<file path="src/rtl/uart_rx.sv">
// 8N1 UART receiver: synchronises the serial line, validates the start bit at mid-bit,
// shifts in 8 data bits LSB first, checks the stop bit and strobes o_done or o_frame_err.
module uart_rx #(
  parameter int CLKS_PER_BIT = 4,
  parameter int SYNC_STAGES  = 2
) (
  input  logic       clk,
  input  logic       rst_n,
  input  logic       in,
  output logic [7:0] o_data,
  output logic       o_done,
  output logic       o_active,
  output logic       o_frame_err
);

  localparam int CW = (CLKS_PER_BIT > 2) ? $clog2(CLKS_PER_BIT) : 1;
  localparam logic [CW-1:0] FULL_LAST = CW'(CLKS_PER_BIT - 1);
  localparam logic [CW-1:0] HALF_LAST = CW'(CLKS_PER_BIT / 2 - 1);

  typedef enum logic [2:0] {
    S_IDLE,
    S_START,
    S_DATA,
    S_STOP,
    S_BREAK
  } state_e;

  logic [SYNC_STAGES-1:0] sync_q;
  logic                   rx_s;
  state_e                 state_q;
  logic [CW-1:0]          clk_cnt_q;
  logic [2:0]             bit_idx_q;
  logic [7:0]             shift_q;
  logic [7:0]             data_q;
  logic                   done_q;
  logic                   active_q;
  logic                   frame_err_q;

  // Preset to 1 so a reset never looks like the leading edge of a start bit.
  always_ff @(posedge clk or negedge rst_n) begin
    if (!rst_n) begin
      sync_q <= '1;
    end else begin
      sync_q <= {sync_q[SYNC_STAGES-2:0], in};
    end
  end

  assign rx_s = sync_q[SYNC_STAGES-1];

  always_ff @(posedge clk or negedge rst_n) begin
    if (!rst_n) begin
      state_q     <= S_IDLE;
      clk_cnt_q   <= '0;
      bit_idx_q   <= '0;
      shift_q     <= '0;
      data_q      <= '0;
      done_q      <= 1'b0;
      active_q    <= 1'b0;
      frame_err_q <= 1'b0;
    end else begin
      done_q      <= 1'b0;
      frame_err_q <= 1'b0;
      case (state_q)
        S_IDLE: begin
          clk_cnt_q <= '0;
          if (!rx_s) begin
            state_q  <= S_START;
            active_q <= 1'b1;
          end
        end
        S_START: begin
          if (clk_cnt_q == HALF_LAST) begin
            clk_cnt_q <= '0;
            bit_idx_q <= '0;
            if (!rx_s) begin
              state_q <= S_DATA;
            end else begin
              state_q  <= S_IDLE;
              active_q <= 1'b0;
            end
          end else begin
            clk_cnt_q <= clk_cnt_q + 1'b1;
          end
        end
        S_DATA: begin
          if (clk_cnt_q == FULL_LAST) begin
            clk_cnt_q          <= '0;
            shift_q[bit_idx_q] <= rx_s;
            if (bit_idx_q == 3'd7) begin
              state_q <= S_STOP;
            end else begin
              bit_idx_q <= bit_idx_q + 3'd1;
            end
          end else begin
            clk_cnt_q <= clk_cnt_q + 1'b1;
          end
        end
        S_STOP: begin
          if (clk_cnt_q == FULL_LAST) begin
            clk_cnt_q <= '0;
            if (rx_s) begin
              data_q   <= shift_q;
              done_q   <= 1'b1;
              state_q  <= S_IDLE;
              active_q <= 1'b0;
            end else begin
              frame_err_q <= 1'b1;
              state_q     <= S_BREAK;
            end
          end else begin
            clk_cnt_q <= clk_cnt_q + 1'b1;
          end
        end
        S_BREAK: begin
          // A held-low line must return high before another start bit is accepted.
          clk_cnt_q <= '0;
          if (rx_s) begin
            state_q  <= S_IDLE;
            active_q <= 1'b0;
          end
        end
        default: begin
          state_q  <= S_IDLE;
          active_q <= 1'b0;
        end
      endcase
    end
  end

  assign o_data      = data_q;
  assign o_done      = done_q;
  assign o_active    = active_q;
  assign o_frame_err = frame_err_q;

endmodule
</file>
<file path="config.mk">
export PLATFORM = sky130hd
export DESIGN_NAME = uart_rx
export DESIGN_NICKNAME = d
export VERILOG_FILES = /design/src/rtl/uart_rx.sv
export SDC_FILE = /design/constraint.sdc
export NUM_CORES = 1
export LEC_CHECK = 0
export ABC_AREA = 1
export BUFFER_PORTS_ARGS = -buffer_cell sky130_fd_sc_hd__buf_2
export CAP_MARGIN = 20
export CORE_MARGIN = 5
export CORE_UTILIZATION = 52
export CTS_CLUSTER_DIAMETER = 60
export DETAILED_ROUTE_END_ITERATION = 12
export MAX_ROUTING_LAYER = met4
export PLACE_DENSITY = 0.79
export SYNTH_ARGS = -nofsm -noshare
export SYNTH_HDL_FRONTEND = slang
export SYNTH_SLANG_ARGS = --single-unit
</file>
<file path="constraint.sdc">
create_clock -name clk -period 1.65 [get_ports clk]
set_clock_uncertainty 0.15 [all_clocks]
set_input_delay 0.0825 -clock clk [delete_from_list [all_inputs] [get_ports clk]]
set_output_delay 0.0825 -clock clk [all_outputs]
set_load 0.01 [all_outputs]
</file>
# Word level (Yosys, flattened, before mapping)
# Cells that the tools add are included.
dict set report word_totals {
  regBits 29
  input_bits 3
  output_inout_bits 11
  word_cells 69
}
dict set report classes {
  n_addsub 2
  n_lt_le_gt_ge 2
  n_eq_ne 14
  mux 30
  bitwise 1
  reduce_logical 11
}
# operator n
set ops {}
lappend ops {{3-bit two-way mux} 10}
lappend ops {{3-bit one-hot mux with 5 select lines} 1}
lappend ops {{2-bit inequality test (second input constant)} 7}
lappend ops {{1-bit two-way mux} 11}
lappend ops {{8-bit bitwise mux} 1}
lappend ops {{4-bit AND reduction} 2}
lappend ops {{3-bit by 2-bit == test with 1-bit output (second input constant)} 2}
lappend ops {{3-bit == test (second input constant)} 2}
lappend ops {{2-bit two-way mux} 3}
lappend ops {{2-bit one-hot mux with 3 select lines} 1}
lappend ops {{3-bit one-hot mux with 2 select lines} 1}
lappend ops {{6-bit AND reduction} 1}
lappend ops {{1-bit one-hot mux with 5 select lines} 1}
lappend ops {{3-bit by 4-bit < comparator with 1-bit output (second input constant)} 1}
lappend ops {{2-bit OR reduction} 2}
lappend ops {{3-bit by 1-bit adder with 3-bit output (second input constant)} 1}
lappend ops {{1-bit demux with 3-bit select} 1}
lappend ops {{3-bit by 1-bit == test with 1-bit output (second input constant)} 1}
lappend ops {{3-bit by 1-bit >= comparator with 1-bit output (second input constant)} 1}
lappend ops {{3-bit zero test} 1}
lappend ops {{3-bit AND reduction} 1}
lappend ops {{3-bit nonzero test} 1}
lappend ops {{2-bit by 1-bit adder with 2-bit output (second input constant)} 1}
lappend ops {{2-bit by 1-bit == test with 1-bit output (second input constant)} 1}
lappend ops {{other kinds (5)} 5}

# Longest topological paths before layout
# Gate-level depths: netlist of run 1.
dict set report logic_depth {
  word_depth 5
  ltp_mapped 10
  mapped_depth_nobuf 10
}

# Worst setup path before layout of run 1
# No wires, ideal clock.
dict set report synth_timing {
  path_kind {reg2reg}
  from {register bit_idx_q[0]}
  to {register bit_idx_q[0]}
  setup_time_ns 0.117
  t_arrival_ns 1.263
  required_ns 1.383
  slack_ns 0.121
  path_stages_with_launch 11
  n_path_buf 0
  period_less_slack_ns 1.529
  path_cell_list {dfrtp_1 ha_1 ha_1 inv_1 nand3_1 nand2_1 nand2_1 inv_1 nand2_1 nand2_1 nand2_1}
}
dict set report synth_via {
  elab_chain_cells 4
  word_cells_on_any_way 7
  classes_between {add/sub: 1; eq/ne: 2; mux: 3; reduce/logical: 1}
}
# element line_no
set synth_rtl {}
lappend synth_rtl {{from (decl)} 32} ;# logic [2:0] bit_idx_q;
lappend synth_rtl {{from (signal assigned)} 92} ;# bit_idx_q <= bit_idx_q + 3'd1;
lappend synth_rtl {{3-bit by 1-bit adder with 3-bit output} 92}
lappend synth_rtl {{3-bit two-way mux} 89} ;# if (bit_idx_q == 3'd7) begin
lappend synth_rtl {{3-bit two-way mux} 86} ;# if (clk_cnt_q == FULL_LAST) begin
lappend synth_rtl {{3-bit one-hot mux with 2 select lines} 63} ;# case (state_q)
# Several ways; a longest one is shown, not always the timed one. The select of a mux whose other input is x is not followed.
# A chain may end at the register's enable or synchronous reset.

# Final worst setup path of run 1
# Same ends and word-level chain as after synthesis.

==> results of run 1 <==
==> timing repair <==
item / in CTS / in global routing
gates resized for setup: 0 / 6
hold buffers: 2 / 0
endpoints found under the hold margin: 28 / 0
buffers inserted: 0 / 3
endpoints found under the setup margin: 0 / 11
==> cells by family after synthesis <==
group                      Yosys count  synth area share [%]
buffers and inverters               26                  8.01
adders and majority gates            5                  4.17
and+or+nand+nor                     96                  30.0
DFF                                 29                  48.6
AOI/OAI and AO/OA                   23                  9.27
==> worst paths after layout <==
path / from / to / slack (ns) / depth (start not counted)
setup / recovery: bit_idx_q[0]$_DFFE_PN0P_ / bit_idx_q[0]$_DFFE_PN0P_ / 0.06 / 10
max in group asynchronous: rst_n / state_q[2]$_DFFE_PN0P_ / 0.73 / 2
hold / removal: rst_n / clk_cnt_q[0]$_DFFE_PN0P_ / 0.15 / 2
min in group clk: sync_q[0]$_DFF_PN1_ / sync_q[1]$_DFF_PN1_ / 0.21 / 0
hold reg to reg: sync_q[0]$_DFF_PN1_ / sync_q[1]$_DFF_PN1_ / 0.21 / 0
setup reg to reg: bit_idx_q[0]$_DFFE_PN0P_ / bit_idx_q[0]$_DFFE_PN0P_ / 0.06 / 10
==> final cells by class <==
type                    count  share of cell area [%]
clock buffers               8                    3.39
inverters                  22                    4.77
multi-input cells         124                    38.0
flip-flops and latches     29                    42.1
well taps                  31                    2.24
repair buffers             24                    9.53
==> cell usage in the layout, fill, tap and decap left out, types with 3 or more instances in the layout <==
master,count
sky130_fd_sc_hd__nor2_1,14
sky130_fd_sc_hd__ha_1,5
sky130_fd_sc_hd__buf_2,13
sky130_fd_sc_hd__dfrtp_1,26
sky130_fd_sc_hd__nand2_1,53
sky130_fd_sc_hd__nor2_2,8
sky130_fd_sc_hd__nand3_1,8
sky130_fd_sc_hd__a21oi_1,3
sky130_fd_sc_hd__buf_4,8
sky130_fd_sc_hd__clkbuf_4,5
sky130_fd_sc_hd__inv_2,4
sky130_fd_sc_hd__o21ai_2,6
sky130_fd_sc_hd__o21ai_0,13
sky130_fd_sc_hd__inv_1,18
==> power groups by stage <==
stage | sequential [mW] | combinational (mW) | clock, mW
6_report | 0.851 | 0.723 | 0.438
5_1_grt | 0.862 | 0.824 | 0.499
3_5_place_dp | 0.861 | 0.638 | 0
2_1_floorplan | 0.844 | 0.500 | 0
4_1_cts | 0.847 | 0.645 | 0.457
3_3_place_gp | 0.856 | 0.605 | 0
==> metal layers <==
layer / vias up / routed length [um] / track usage [%]
met1: 569 / 1280 / 19.8
met3: 9 / 161 / 5.33
met4: 0 / 48 / 4.94
met5: - / 0 / -
met2: 38 / 1430 / 26.6
li1: 613 / - / -
==> worst reg2reg max path: stages (launching register included) <==
cell and delay (ns):
sky130_fd_sc_hd__dfrtp_1 0.39, sky130_fd_sc_hd__ha_1 0.20, sky130_fd_sc_hd__ha_1 0.19, sky130_fd_sc_hd__inv_2 0.06
sky130_fd_sc_hd__nand3_2 0.07, sky130_fd_sc_hd__nand2_1 0.09, sky130_fd_sc_hd__nand2_1 0.09, sky130_fd_sc_hd__inv_2 0.07
sky130_fd_sc_hd__nand2_2 0.06, sky130_fd_sc_hd__nand2_1 0.06, sky130_fd_sc_hd__nand2_1 0.05
==> state kept, by name, summed over array words and instances, names as in the netlist <==
signal and cells:
o_active 1, bit_idx_q 3, o_done 1, shift_q 8
state_q 3, clk_cnt_q 2, o_data 8, o_frame_err 1
sync_q 2
==> stage by stage <==
step | hold WS [ns] | power [mW] | util [%] | cell area [um2]
2_1_floorplan | -0.363 | 1.34 | - | 1500
3_3_place_gp | -0.0226 | 1.46 | 58.8 | 1620
3_5_place_dp | -0.0115 | 1.50 | 58.8 | 1620
4_1_cts | 0.161 | 1.95 | 61.7 | 1700
5_1_grt | 0.207 | 2.19 | 62.8 | 1730
6_report | 0.152 | 2.01 | 62.8 | 1730
==> results.rst, run 1 <==
.. list-table::
   :header-rows: 1

   * - Metric
     - Value
   * - Data arrival time of the critical path
     - roughly 1.6 ns
   * - F_max
     - 627 MHz
   * - Insertion delay of the later-clocked pin in the worst-skew pair
     - 0.32 ns
   * - Cell type with the highest aggregate area in the netlist
     - sky130_fd_sc_hd__dfrtp_1
   * - Period utilisation layout
     - 96.6%
   * - Starting density of the core
     - 54.4%
   * - Async set-reset flop share out of synthesis
     - 100%
   * - DRC errors left
     - 0
   * - First-pass GRT wire length
     - approximately 5300 um
   * - Layout cell share with drive strength beyond 1
     - approximately 28%
   * - Number of storage elements in the synthesis netlist
     - 29
   * - Total routing usage reported by global routing
     - 16.6%
   * - Initial detailed-routing violation count
     - about 70
   * - Register area share after synthesis
     - 48.6%
   * - Dpl ws
     - between 0.06 and 0.07 ns
   * - Die Area
     - 4060 um2
   * - Number of clock sinks
     - 29
   * - Number of placement rows
     - 19
   * - Floorplan die width
     - between 60 and 70 um
   * - Gp weighted congestion
     - 0.870
   * - Fin worst setup slack
     - 0.0562 ns
   * - Initial antenna violation count
     - 0
   * - Proportion of netlist area held by the largest area contributor
     - 45.1%
   * - CP bufs+invs
     - 2
   * - Instance count of the mapped netlist
     - 179
   * - Critical path startpoint category
     - flip-flop
   * - Antenna violation net count after detailed routing
     - 0
   * - Startpoint-to-endpoint class of the critical path
     - reg -> reg
   * - Category of the worst setup path capture point
     - flip-flop
   * - Post-synth top cells
     - 54 x sky130_fd_sc_hd__nand2_1, 27 x sky130_fd_sc_hd__dfrtp_1, 21 x sky130_fd_sc_hd__inv_1
   * - Count of filler cells inserted in the layout
     - 228
   * - Largest buffer count on any clock path
     - 2
   * - Static leakage
     - 0.925 nW
   * - Average routed wire per standard cell
     - 12.2 um
   * - Portion of total power attributed to combinational logic
     - a little over a third
   * - CTS tree
     - done
   * - Synth warn
     - 0
   * - Leading cell types by total area after synthesis
     - sky130_fd_sc_hd__dfrtp_1 45%, sky130_fd_sc_hd__nand2_1 14%, sky130_fd_sc_hd__inv_1 5.3%
   * - CTS HTree Levels
     - 2
   * - Port buffer count
     - 13
   * - Crit-path most repeated cell
     - sky130_fd_sc_hd__nand2_1
   * - Switching power as a share of total power
     - 37.9%
   * - Synthesized area
     - 1500 um2
   * - Routed via count
     - ~1200
   * - Number of antenna repair diodes
     - 0
   * - Crit-path max FO
     - 3
   * - Sequence of cells on the critical path
     - ha_1, ha_1, inv_2, nand3_2, nand2_1, nand2_1, inv_2, nand2_2, nand2_1, nand2_1
   * - EDFF count, synth
     - 0
   * - Clock group share of total power
     - 21.7%
   * - Slowest-stage cell, CP
     - sky130_fd_sc_hd__dfrtp_1
   * - Tmin final
     - 1.59 ns
   * - Dominant synthesized flop cell
     - sky130_fd_sc_hd__dfrtp_1
   * - Critical path's top delay family
     - simple AND/OR/NAND/NOR gates
   * - Maximum number of pins on one net before global-route repair
     - 30
   * - Area of combinational cells with multiple inputs
     - approximately 660 um2
   * - Cell variety after synth
     - 24
   * - Max-capacitance violation count
     - 0
   * - Synthesized Nets
     - 187
   * - Post-Route Setup TNS
     - 0 ns
   * - Via count of the first global-routing pass
     - 1207
   * - Non-filler instance count after layout
     - 238
   * - Power density over the cells
     - 1160 nW/um2
   * - Data required time at the worst endpoint
     - 1.70 ns
   * - Flip-flop and latch area
     - around 730 um2
   * - Standard cell core area
     - 2760 um2
   * - Most instantiated library cell after synthesis
     - sky130_fd_sc_hd__nand2_1
   * - Final count of hold timing violations
     - 0
   * - Sw power
     - approximately 0.76 mW
   * - Detailed-route vias per instance
     - a little over 5
   * - Slew Viols, Final
     - 0
   * - Pin slew with the least headroom to its limit
     - 0.629 ns
   * - Cts bufs inserted
     - 5
   * - Number of cells in the design after placement
     - 225
   * - Hold Crit Class
     - in -> async
   * - Total number of nets in the final design
     - 214
   * - Aggregate global routing overflow
     - 0
   * - Part of the power in registers
     - 42.3%
   * - Cell Int Power
     - about 1.2 mW
   * - Final setup violation count
     - 0
   * - Stage delay of the slowest cell on the critical path
     - 0.39 ns
   * - Total detailed-routing wirelength
     - 2910 um
   * - Drt pass-1 iters
     - 4
   * - Vertical die dimension
     - 63.7 um
   * - Post-synthesis to final-layout area growth
     - 15.6%
   * - Post-detail-place hpwl
     - 2070 um
   * - Remaining max-slew budget at the tightest pin
     - 58.1%
   * - IO Pins
     - 14
   * - Maximum resistive drop on vdd
     - 0.842 mV
   * - Mean instance size in the synthesized netlist
     - 8.37 um2
   * - CTS root buf
     - sky130_fd_sc_hd__clkbuf_4
   * - Clock-pin slew on the worst setup and hold paths
     - 0.10 ns
   * - Status
     - finished clean
Note: power is estimated with default switching activity, not from simulation.
==> run 2: changes to the inputs <==
Settings changed: RECOVER_POWER set to 50.
==> run 2 against run 1 <==
- die area unchanged
- fmax unchanged
- hold slack improved by 0.024 ns
- largest power group unchanged
- critical endpoint unchanged
- global-route usage unchanged
- flip-flop and latch count unchanged
- first-iteration DRC count unchanged
- largest cell class unchanged
- sequential share of layout area increased by 0.061 points
- critical path depth unchanged
==> results.rst, run 2 (synthesis gave the netlist of run 1 again) <==
.. list-table::
   :header-rows: 1

   * - Metric
     - Value
   * - Status
     - finished clean
   * - Drt pass-1 iters
     - 4 (unchanged)
   * - Routed via count
     - 1229 (unchanged)
   * - Initial antenna violation count
     - 0 (unchanged)
   * - DRC errors left
     - 0 (unchanged)
   * - Port buffer count
     - 13 (unchanged)
   * - Leading cell types in the layout, fill and taps excluded
     - 53 x sky130_fd_sc_hd__nand2_1, 26 x sky130_fd_sc_hd__dfrtp_1, 18 x sky130_fd_sc_hd__inv_1
   * - Pin slew with the least headroom to its limit
     - 0.700 ns (+0.0708 ns)
   * - Startpoint-to-endpoint class of the critical path
     - reg -> reg
   * - Final count of hold timing violations
     - 0 (unchanged)
   * - Most common library cell in the layout ignoring fill and taps
     - sky130_fd_sc_hd__nand2_1
   * - Data required time at the worst endpoint
     - 1.70 ns (about the same)
   * - Portion of total power attributed to combinational logic
     - 35.9% (about the same)
   * - Aggregate global routing overflow
     - 0 (unchanged)
   * - Number of clock sinks
     - 29 (unchanged)
   * - Critical path startpoint category
     - flip-flop
   * - Total routing usage reported by global routing
     - 16.6% (unchanged)
   * - F_max
     - 627 MHz (unchanged)
   * - Average routed wire per standard cell
     - 12.2 um (unchanged)
   * - Total detailed-routing wirelength
     - 2910 um (unchanged)
   * - IO Pins
     - 14 (unchanged)
   * - Total power consumption of the routed design
     - 2.01 mW (about the same)
   * - Post-Route Setup TNS
     - 0 ns (unchanged)
   * - Die Area
     - 4060 um2 (unchanged)
   * - Standard cell core area
     - 2760 um2 (unchanged)
   * - Initial detailed-routing violation count
     - 71 (unchanged)
   * - Slew Viols, Final
     - 0 (unchanged)
   * - CTS tree
     - done
   * - Remaining max-slew budget at the tightest pin
     - 53.4% (-4.7 points)
   * - Stage delay of the slowest cell on the critical path
     - 0.39 ns (about the same)
   * - CTS HTree Levels
     - 2 (unchanged)
   * - Vertical die dimension
     - 63.7 um (unchanged)
   * - Final setup violation count
     - 0 (unchanged)
   * - Antenna violation net count after detailed routing
     - 0 (unchanged)
   * - Max-capacitance violation count
     - 0 (unchanged)
   * - Static leakage
     - 0.917 nW (-0.93%)
   * - Category of the worst setup path capture point
     - flip-flop
   * - Sequence of cells on the critical path
     - ha_1, ha_1, inv_2, nand3_2, nand2_1, nand2_1, inv_2, nand2_2, nand2_1, nand2_1
   * - Data arrival time of the critical path
     - 1.64 ns (about the same)
   * - Non-filler instance count after layout
     - 238 (unchanged)
   * - Hold Crit Class
     - in -> async
   * - Power density over the cells
     - 1160 nW/um2 (+0.13%)
   * - Insertion delay of the later-clocked pin in the worst-skew pair
     - 0.32 ns (about the same)
   * - Period utilisation layout
     - 96.6% (unchanged)
   * - Slowest-stage cell, CP
     - sky130_fd_sc_hd__dfrtp_1
   * - First-pass GRT wire length
     - 5250 um (unchanged)
   * - Gp weighted congestion
     - 0.870 (unchanged)
   * - Number of antenna repair diodes
     - 0 (unchanged)
   * - Total number of nets in the final design
     - 214 (unchanged)
   * - Post-synthesis to final-layout area growth
     - 15.4%
   * - Maximum number of pins on one net before global-route repair
     - 30 (unchanged)
   * - Detailed-route vias per instance
     - 5.16 (unchanged)
   * - Worst setup path startpoint
     - bit_idx_q[0]$_DFFE_PN0P_
   * - Reg-to-reg endpoint
     - bit_idx_q[0]$_DFFE_PN0P_
   * - Cell Int Power
     - 1.25 mW (about the same)
   * - Tmin final
     - 1.59 ns (unchanged)
   * - Number of placement rows
     - 19 (unchanged)
   * - Crit-path max FO
     - 3 (unchanged)
   * - Part of the power in registers
     - 42.3% (about the same)
   * - Switching power as a share of total power
     - 37.9% (about the same)
   * - CTS root buf
     - sky130_fd_sc_hd__clkbuf_4
   * - Maximum resistive drop on vdd
     - 0.841 mV (about the same)
   * - Clock-pin slew on the worst setup and hold paths
     - 0.10 ns (about the same)
   * - Layout cell share with drive strength beyond 1
     - 27.1% (-0.97 points)
   * - Starting density of the core
     - 54.4% (unchanged)
   * - Register-to-register path setup slack
     - 0.06 ns (about the same)
   * - Sw power
     - 0.763 mW (about the same)
   * - Number of cells in the design after placement
     - 225 (unchanged)
   * - Crit-path most repeated cell
     - sky130_fd_sc_hd__nand2_1
   * - Critical path endpoint
     - bit_idx_q[0]$_DFFE_PN0P_
   * - Via count of the first global-routing pass
     - 1207 (unchanged)
   * - Clock group share of total power
     - 21.8% (about the same)
   * - Floorplan die width
     - 63.7 um (unchanged)
   * - Beginning of the worst register-to-register path
     - bit_idx_q[0]$_DFFE_PN0P_
   * - Worst-case reg-to-reg path depth
     - 10 (unchanged)
   * - Cts bufs inserted
     - 5 (unchanged)
   * - Post-detail-place hpwl
     - 2070 um (unchanged)
   * - Largest buffer count on any clock path
     - 2 (unchanged)
## run 2: worst min-delay path by stage
stage / cells after the start / startpoint / to / slack (ns)
detailed placement: 1 / rst_n / o_frame_err$_DFF_PN0_ / -0.01
CTS: 2 / rst_n / clk_cnt_q[0]$_DFFE_PN0P_ / 0.16
global placement: 1 / rst_n / o_frame_err$_DFF_PN0_ / -0.02
global route: 0 / sync_q[0]$_DFF_PN1_ / sync_q[1]$_DFF_PN1_ / 0.23
floorplan: 0 / rst_n / bit_idx_q[0]$_DFFE_PN0P_ / -0.36
finish: 2 / rst_n / clk_cnt_q[0]$_DFFE_PN0P_ / 0.18
## run 2: area by class of cell
type / count / area (um2)
Fill cell: 229 / 1030
Sequential cell: 29 / 729
Multi-Input combinational cell: 124 / 658
Timing Repair Buffer: 24 / 163
Inverter: 22 / 82.6
Clock buffer: 8 / 58.8
Tap cell: 31 / 38.8
## run 2: layer usage
metal	routed length, um	part of all wire (%)	track usage (%)
met1	1270	44	19.8
met2	1430	49	26.6
met3	162	5.6	5.33
met4	48	1.6	4.94
met5	0	0	-
## run 2: worst max-delay path, delay by kind of cell, from the launching register on
family | cells | cell delay, ns
fa+ha+maj | 2 | 0.39
simple gates | 6 | 0.42
flops | 1 | 0.39
buf+inv | 2 | 0.13
## run 2: power by group through the flow
stage	combinational, mW	sequential (mW)	clock, mW
floorplan	0.500	0.844	0
global placement	0.605	0.856	0
detailed placement	0.638	0.861	0
CTS	0.645	0.847	0.457
global route	0.824	0.862	0.499
finish	0.722	0.851	0.438
## run 2: stage by stage
step | area (um2) | setup WS, ns | utilization, % | hold slack [ns]
2_1_floorplan | 1500 | 0.121 | - | -0.363
3_3_place_gp | 1620 | 0.0710 | 58.8 | -0.0226
3_5_place_dp | 1620 | 0.0632 | 58.8 | -0.0115
4_1_cts | 1700 | 0.0260 | 61.7 | 0.161
5_1_grt | 1730 | -0.0227 | 62.7 | 0.226
6_report | 1730 | 0.0562 | 62.7 | 0.176
## run 2: repair_timing
action,CTS,global route
resized for setup,0,6
setup buffers,0,3
hold endpoints to repair,28,0
setup endpoints to repair,0,11
hold buffers,2,0
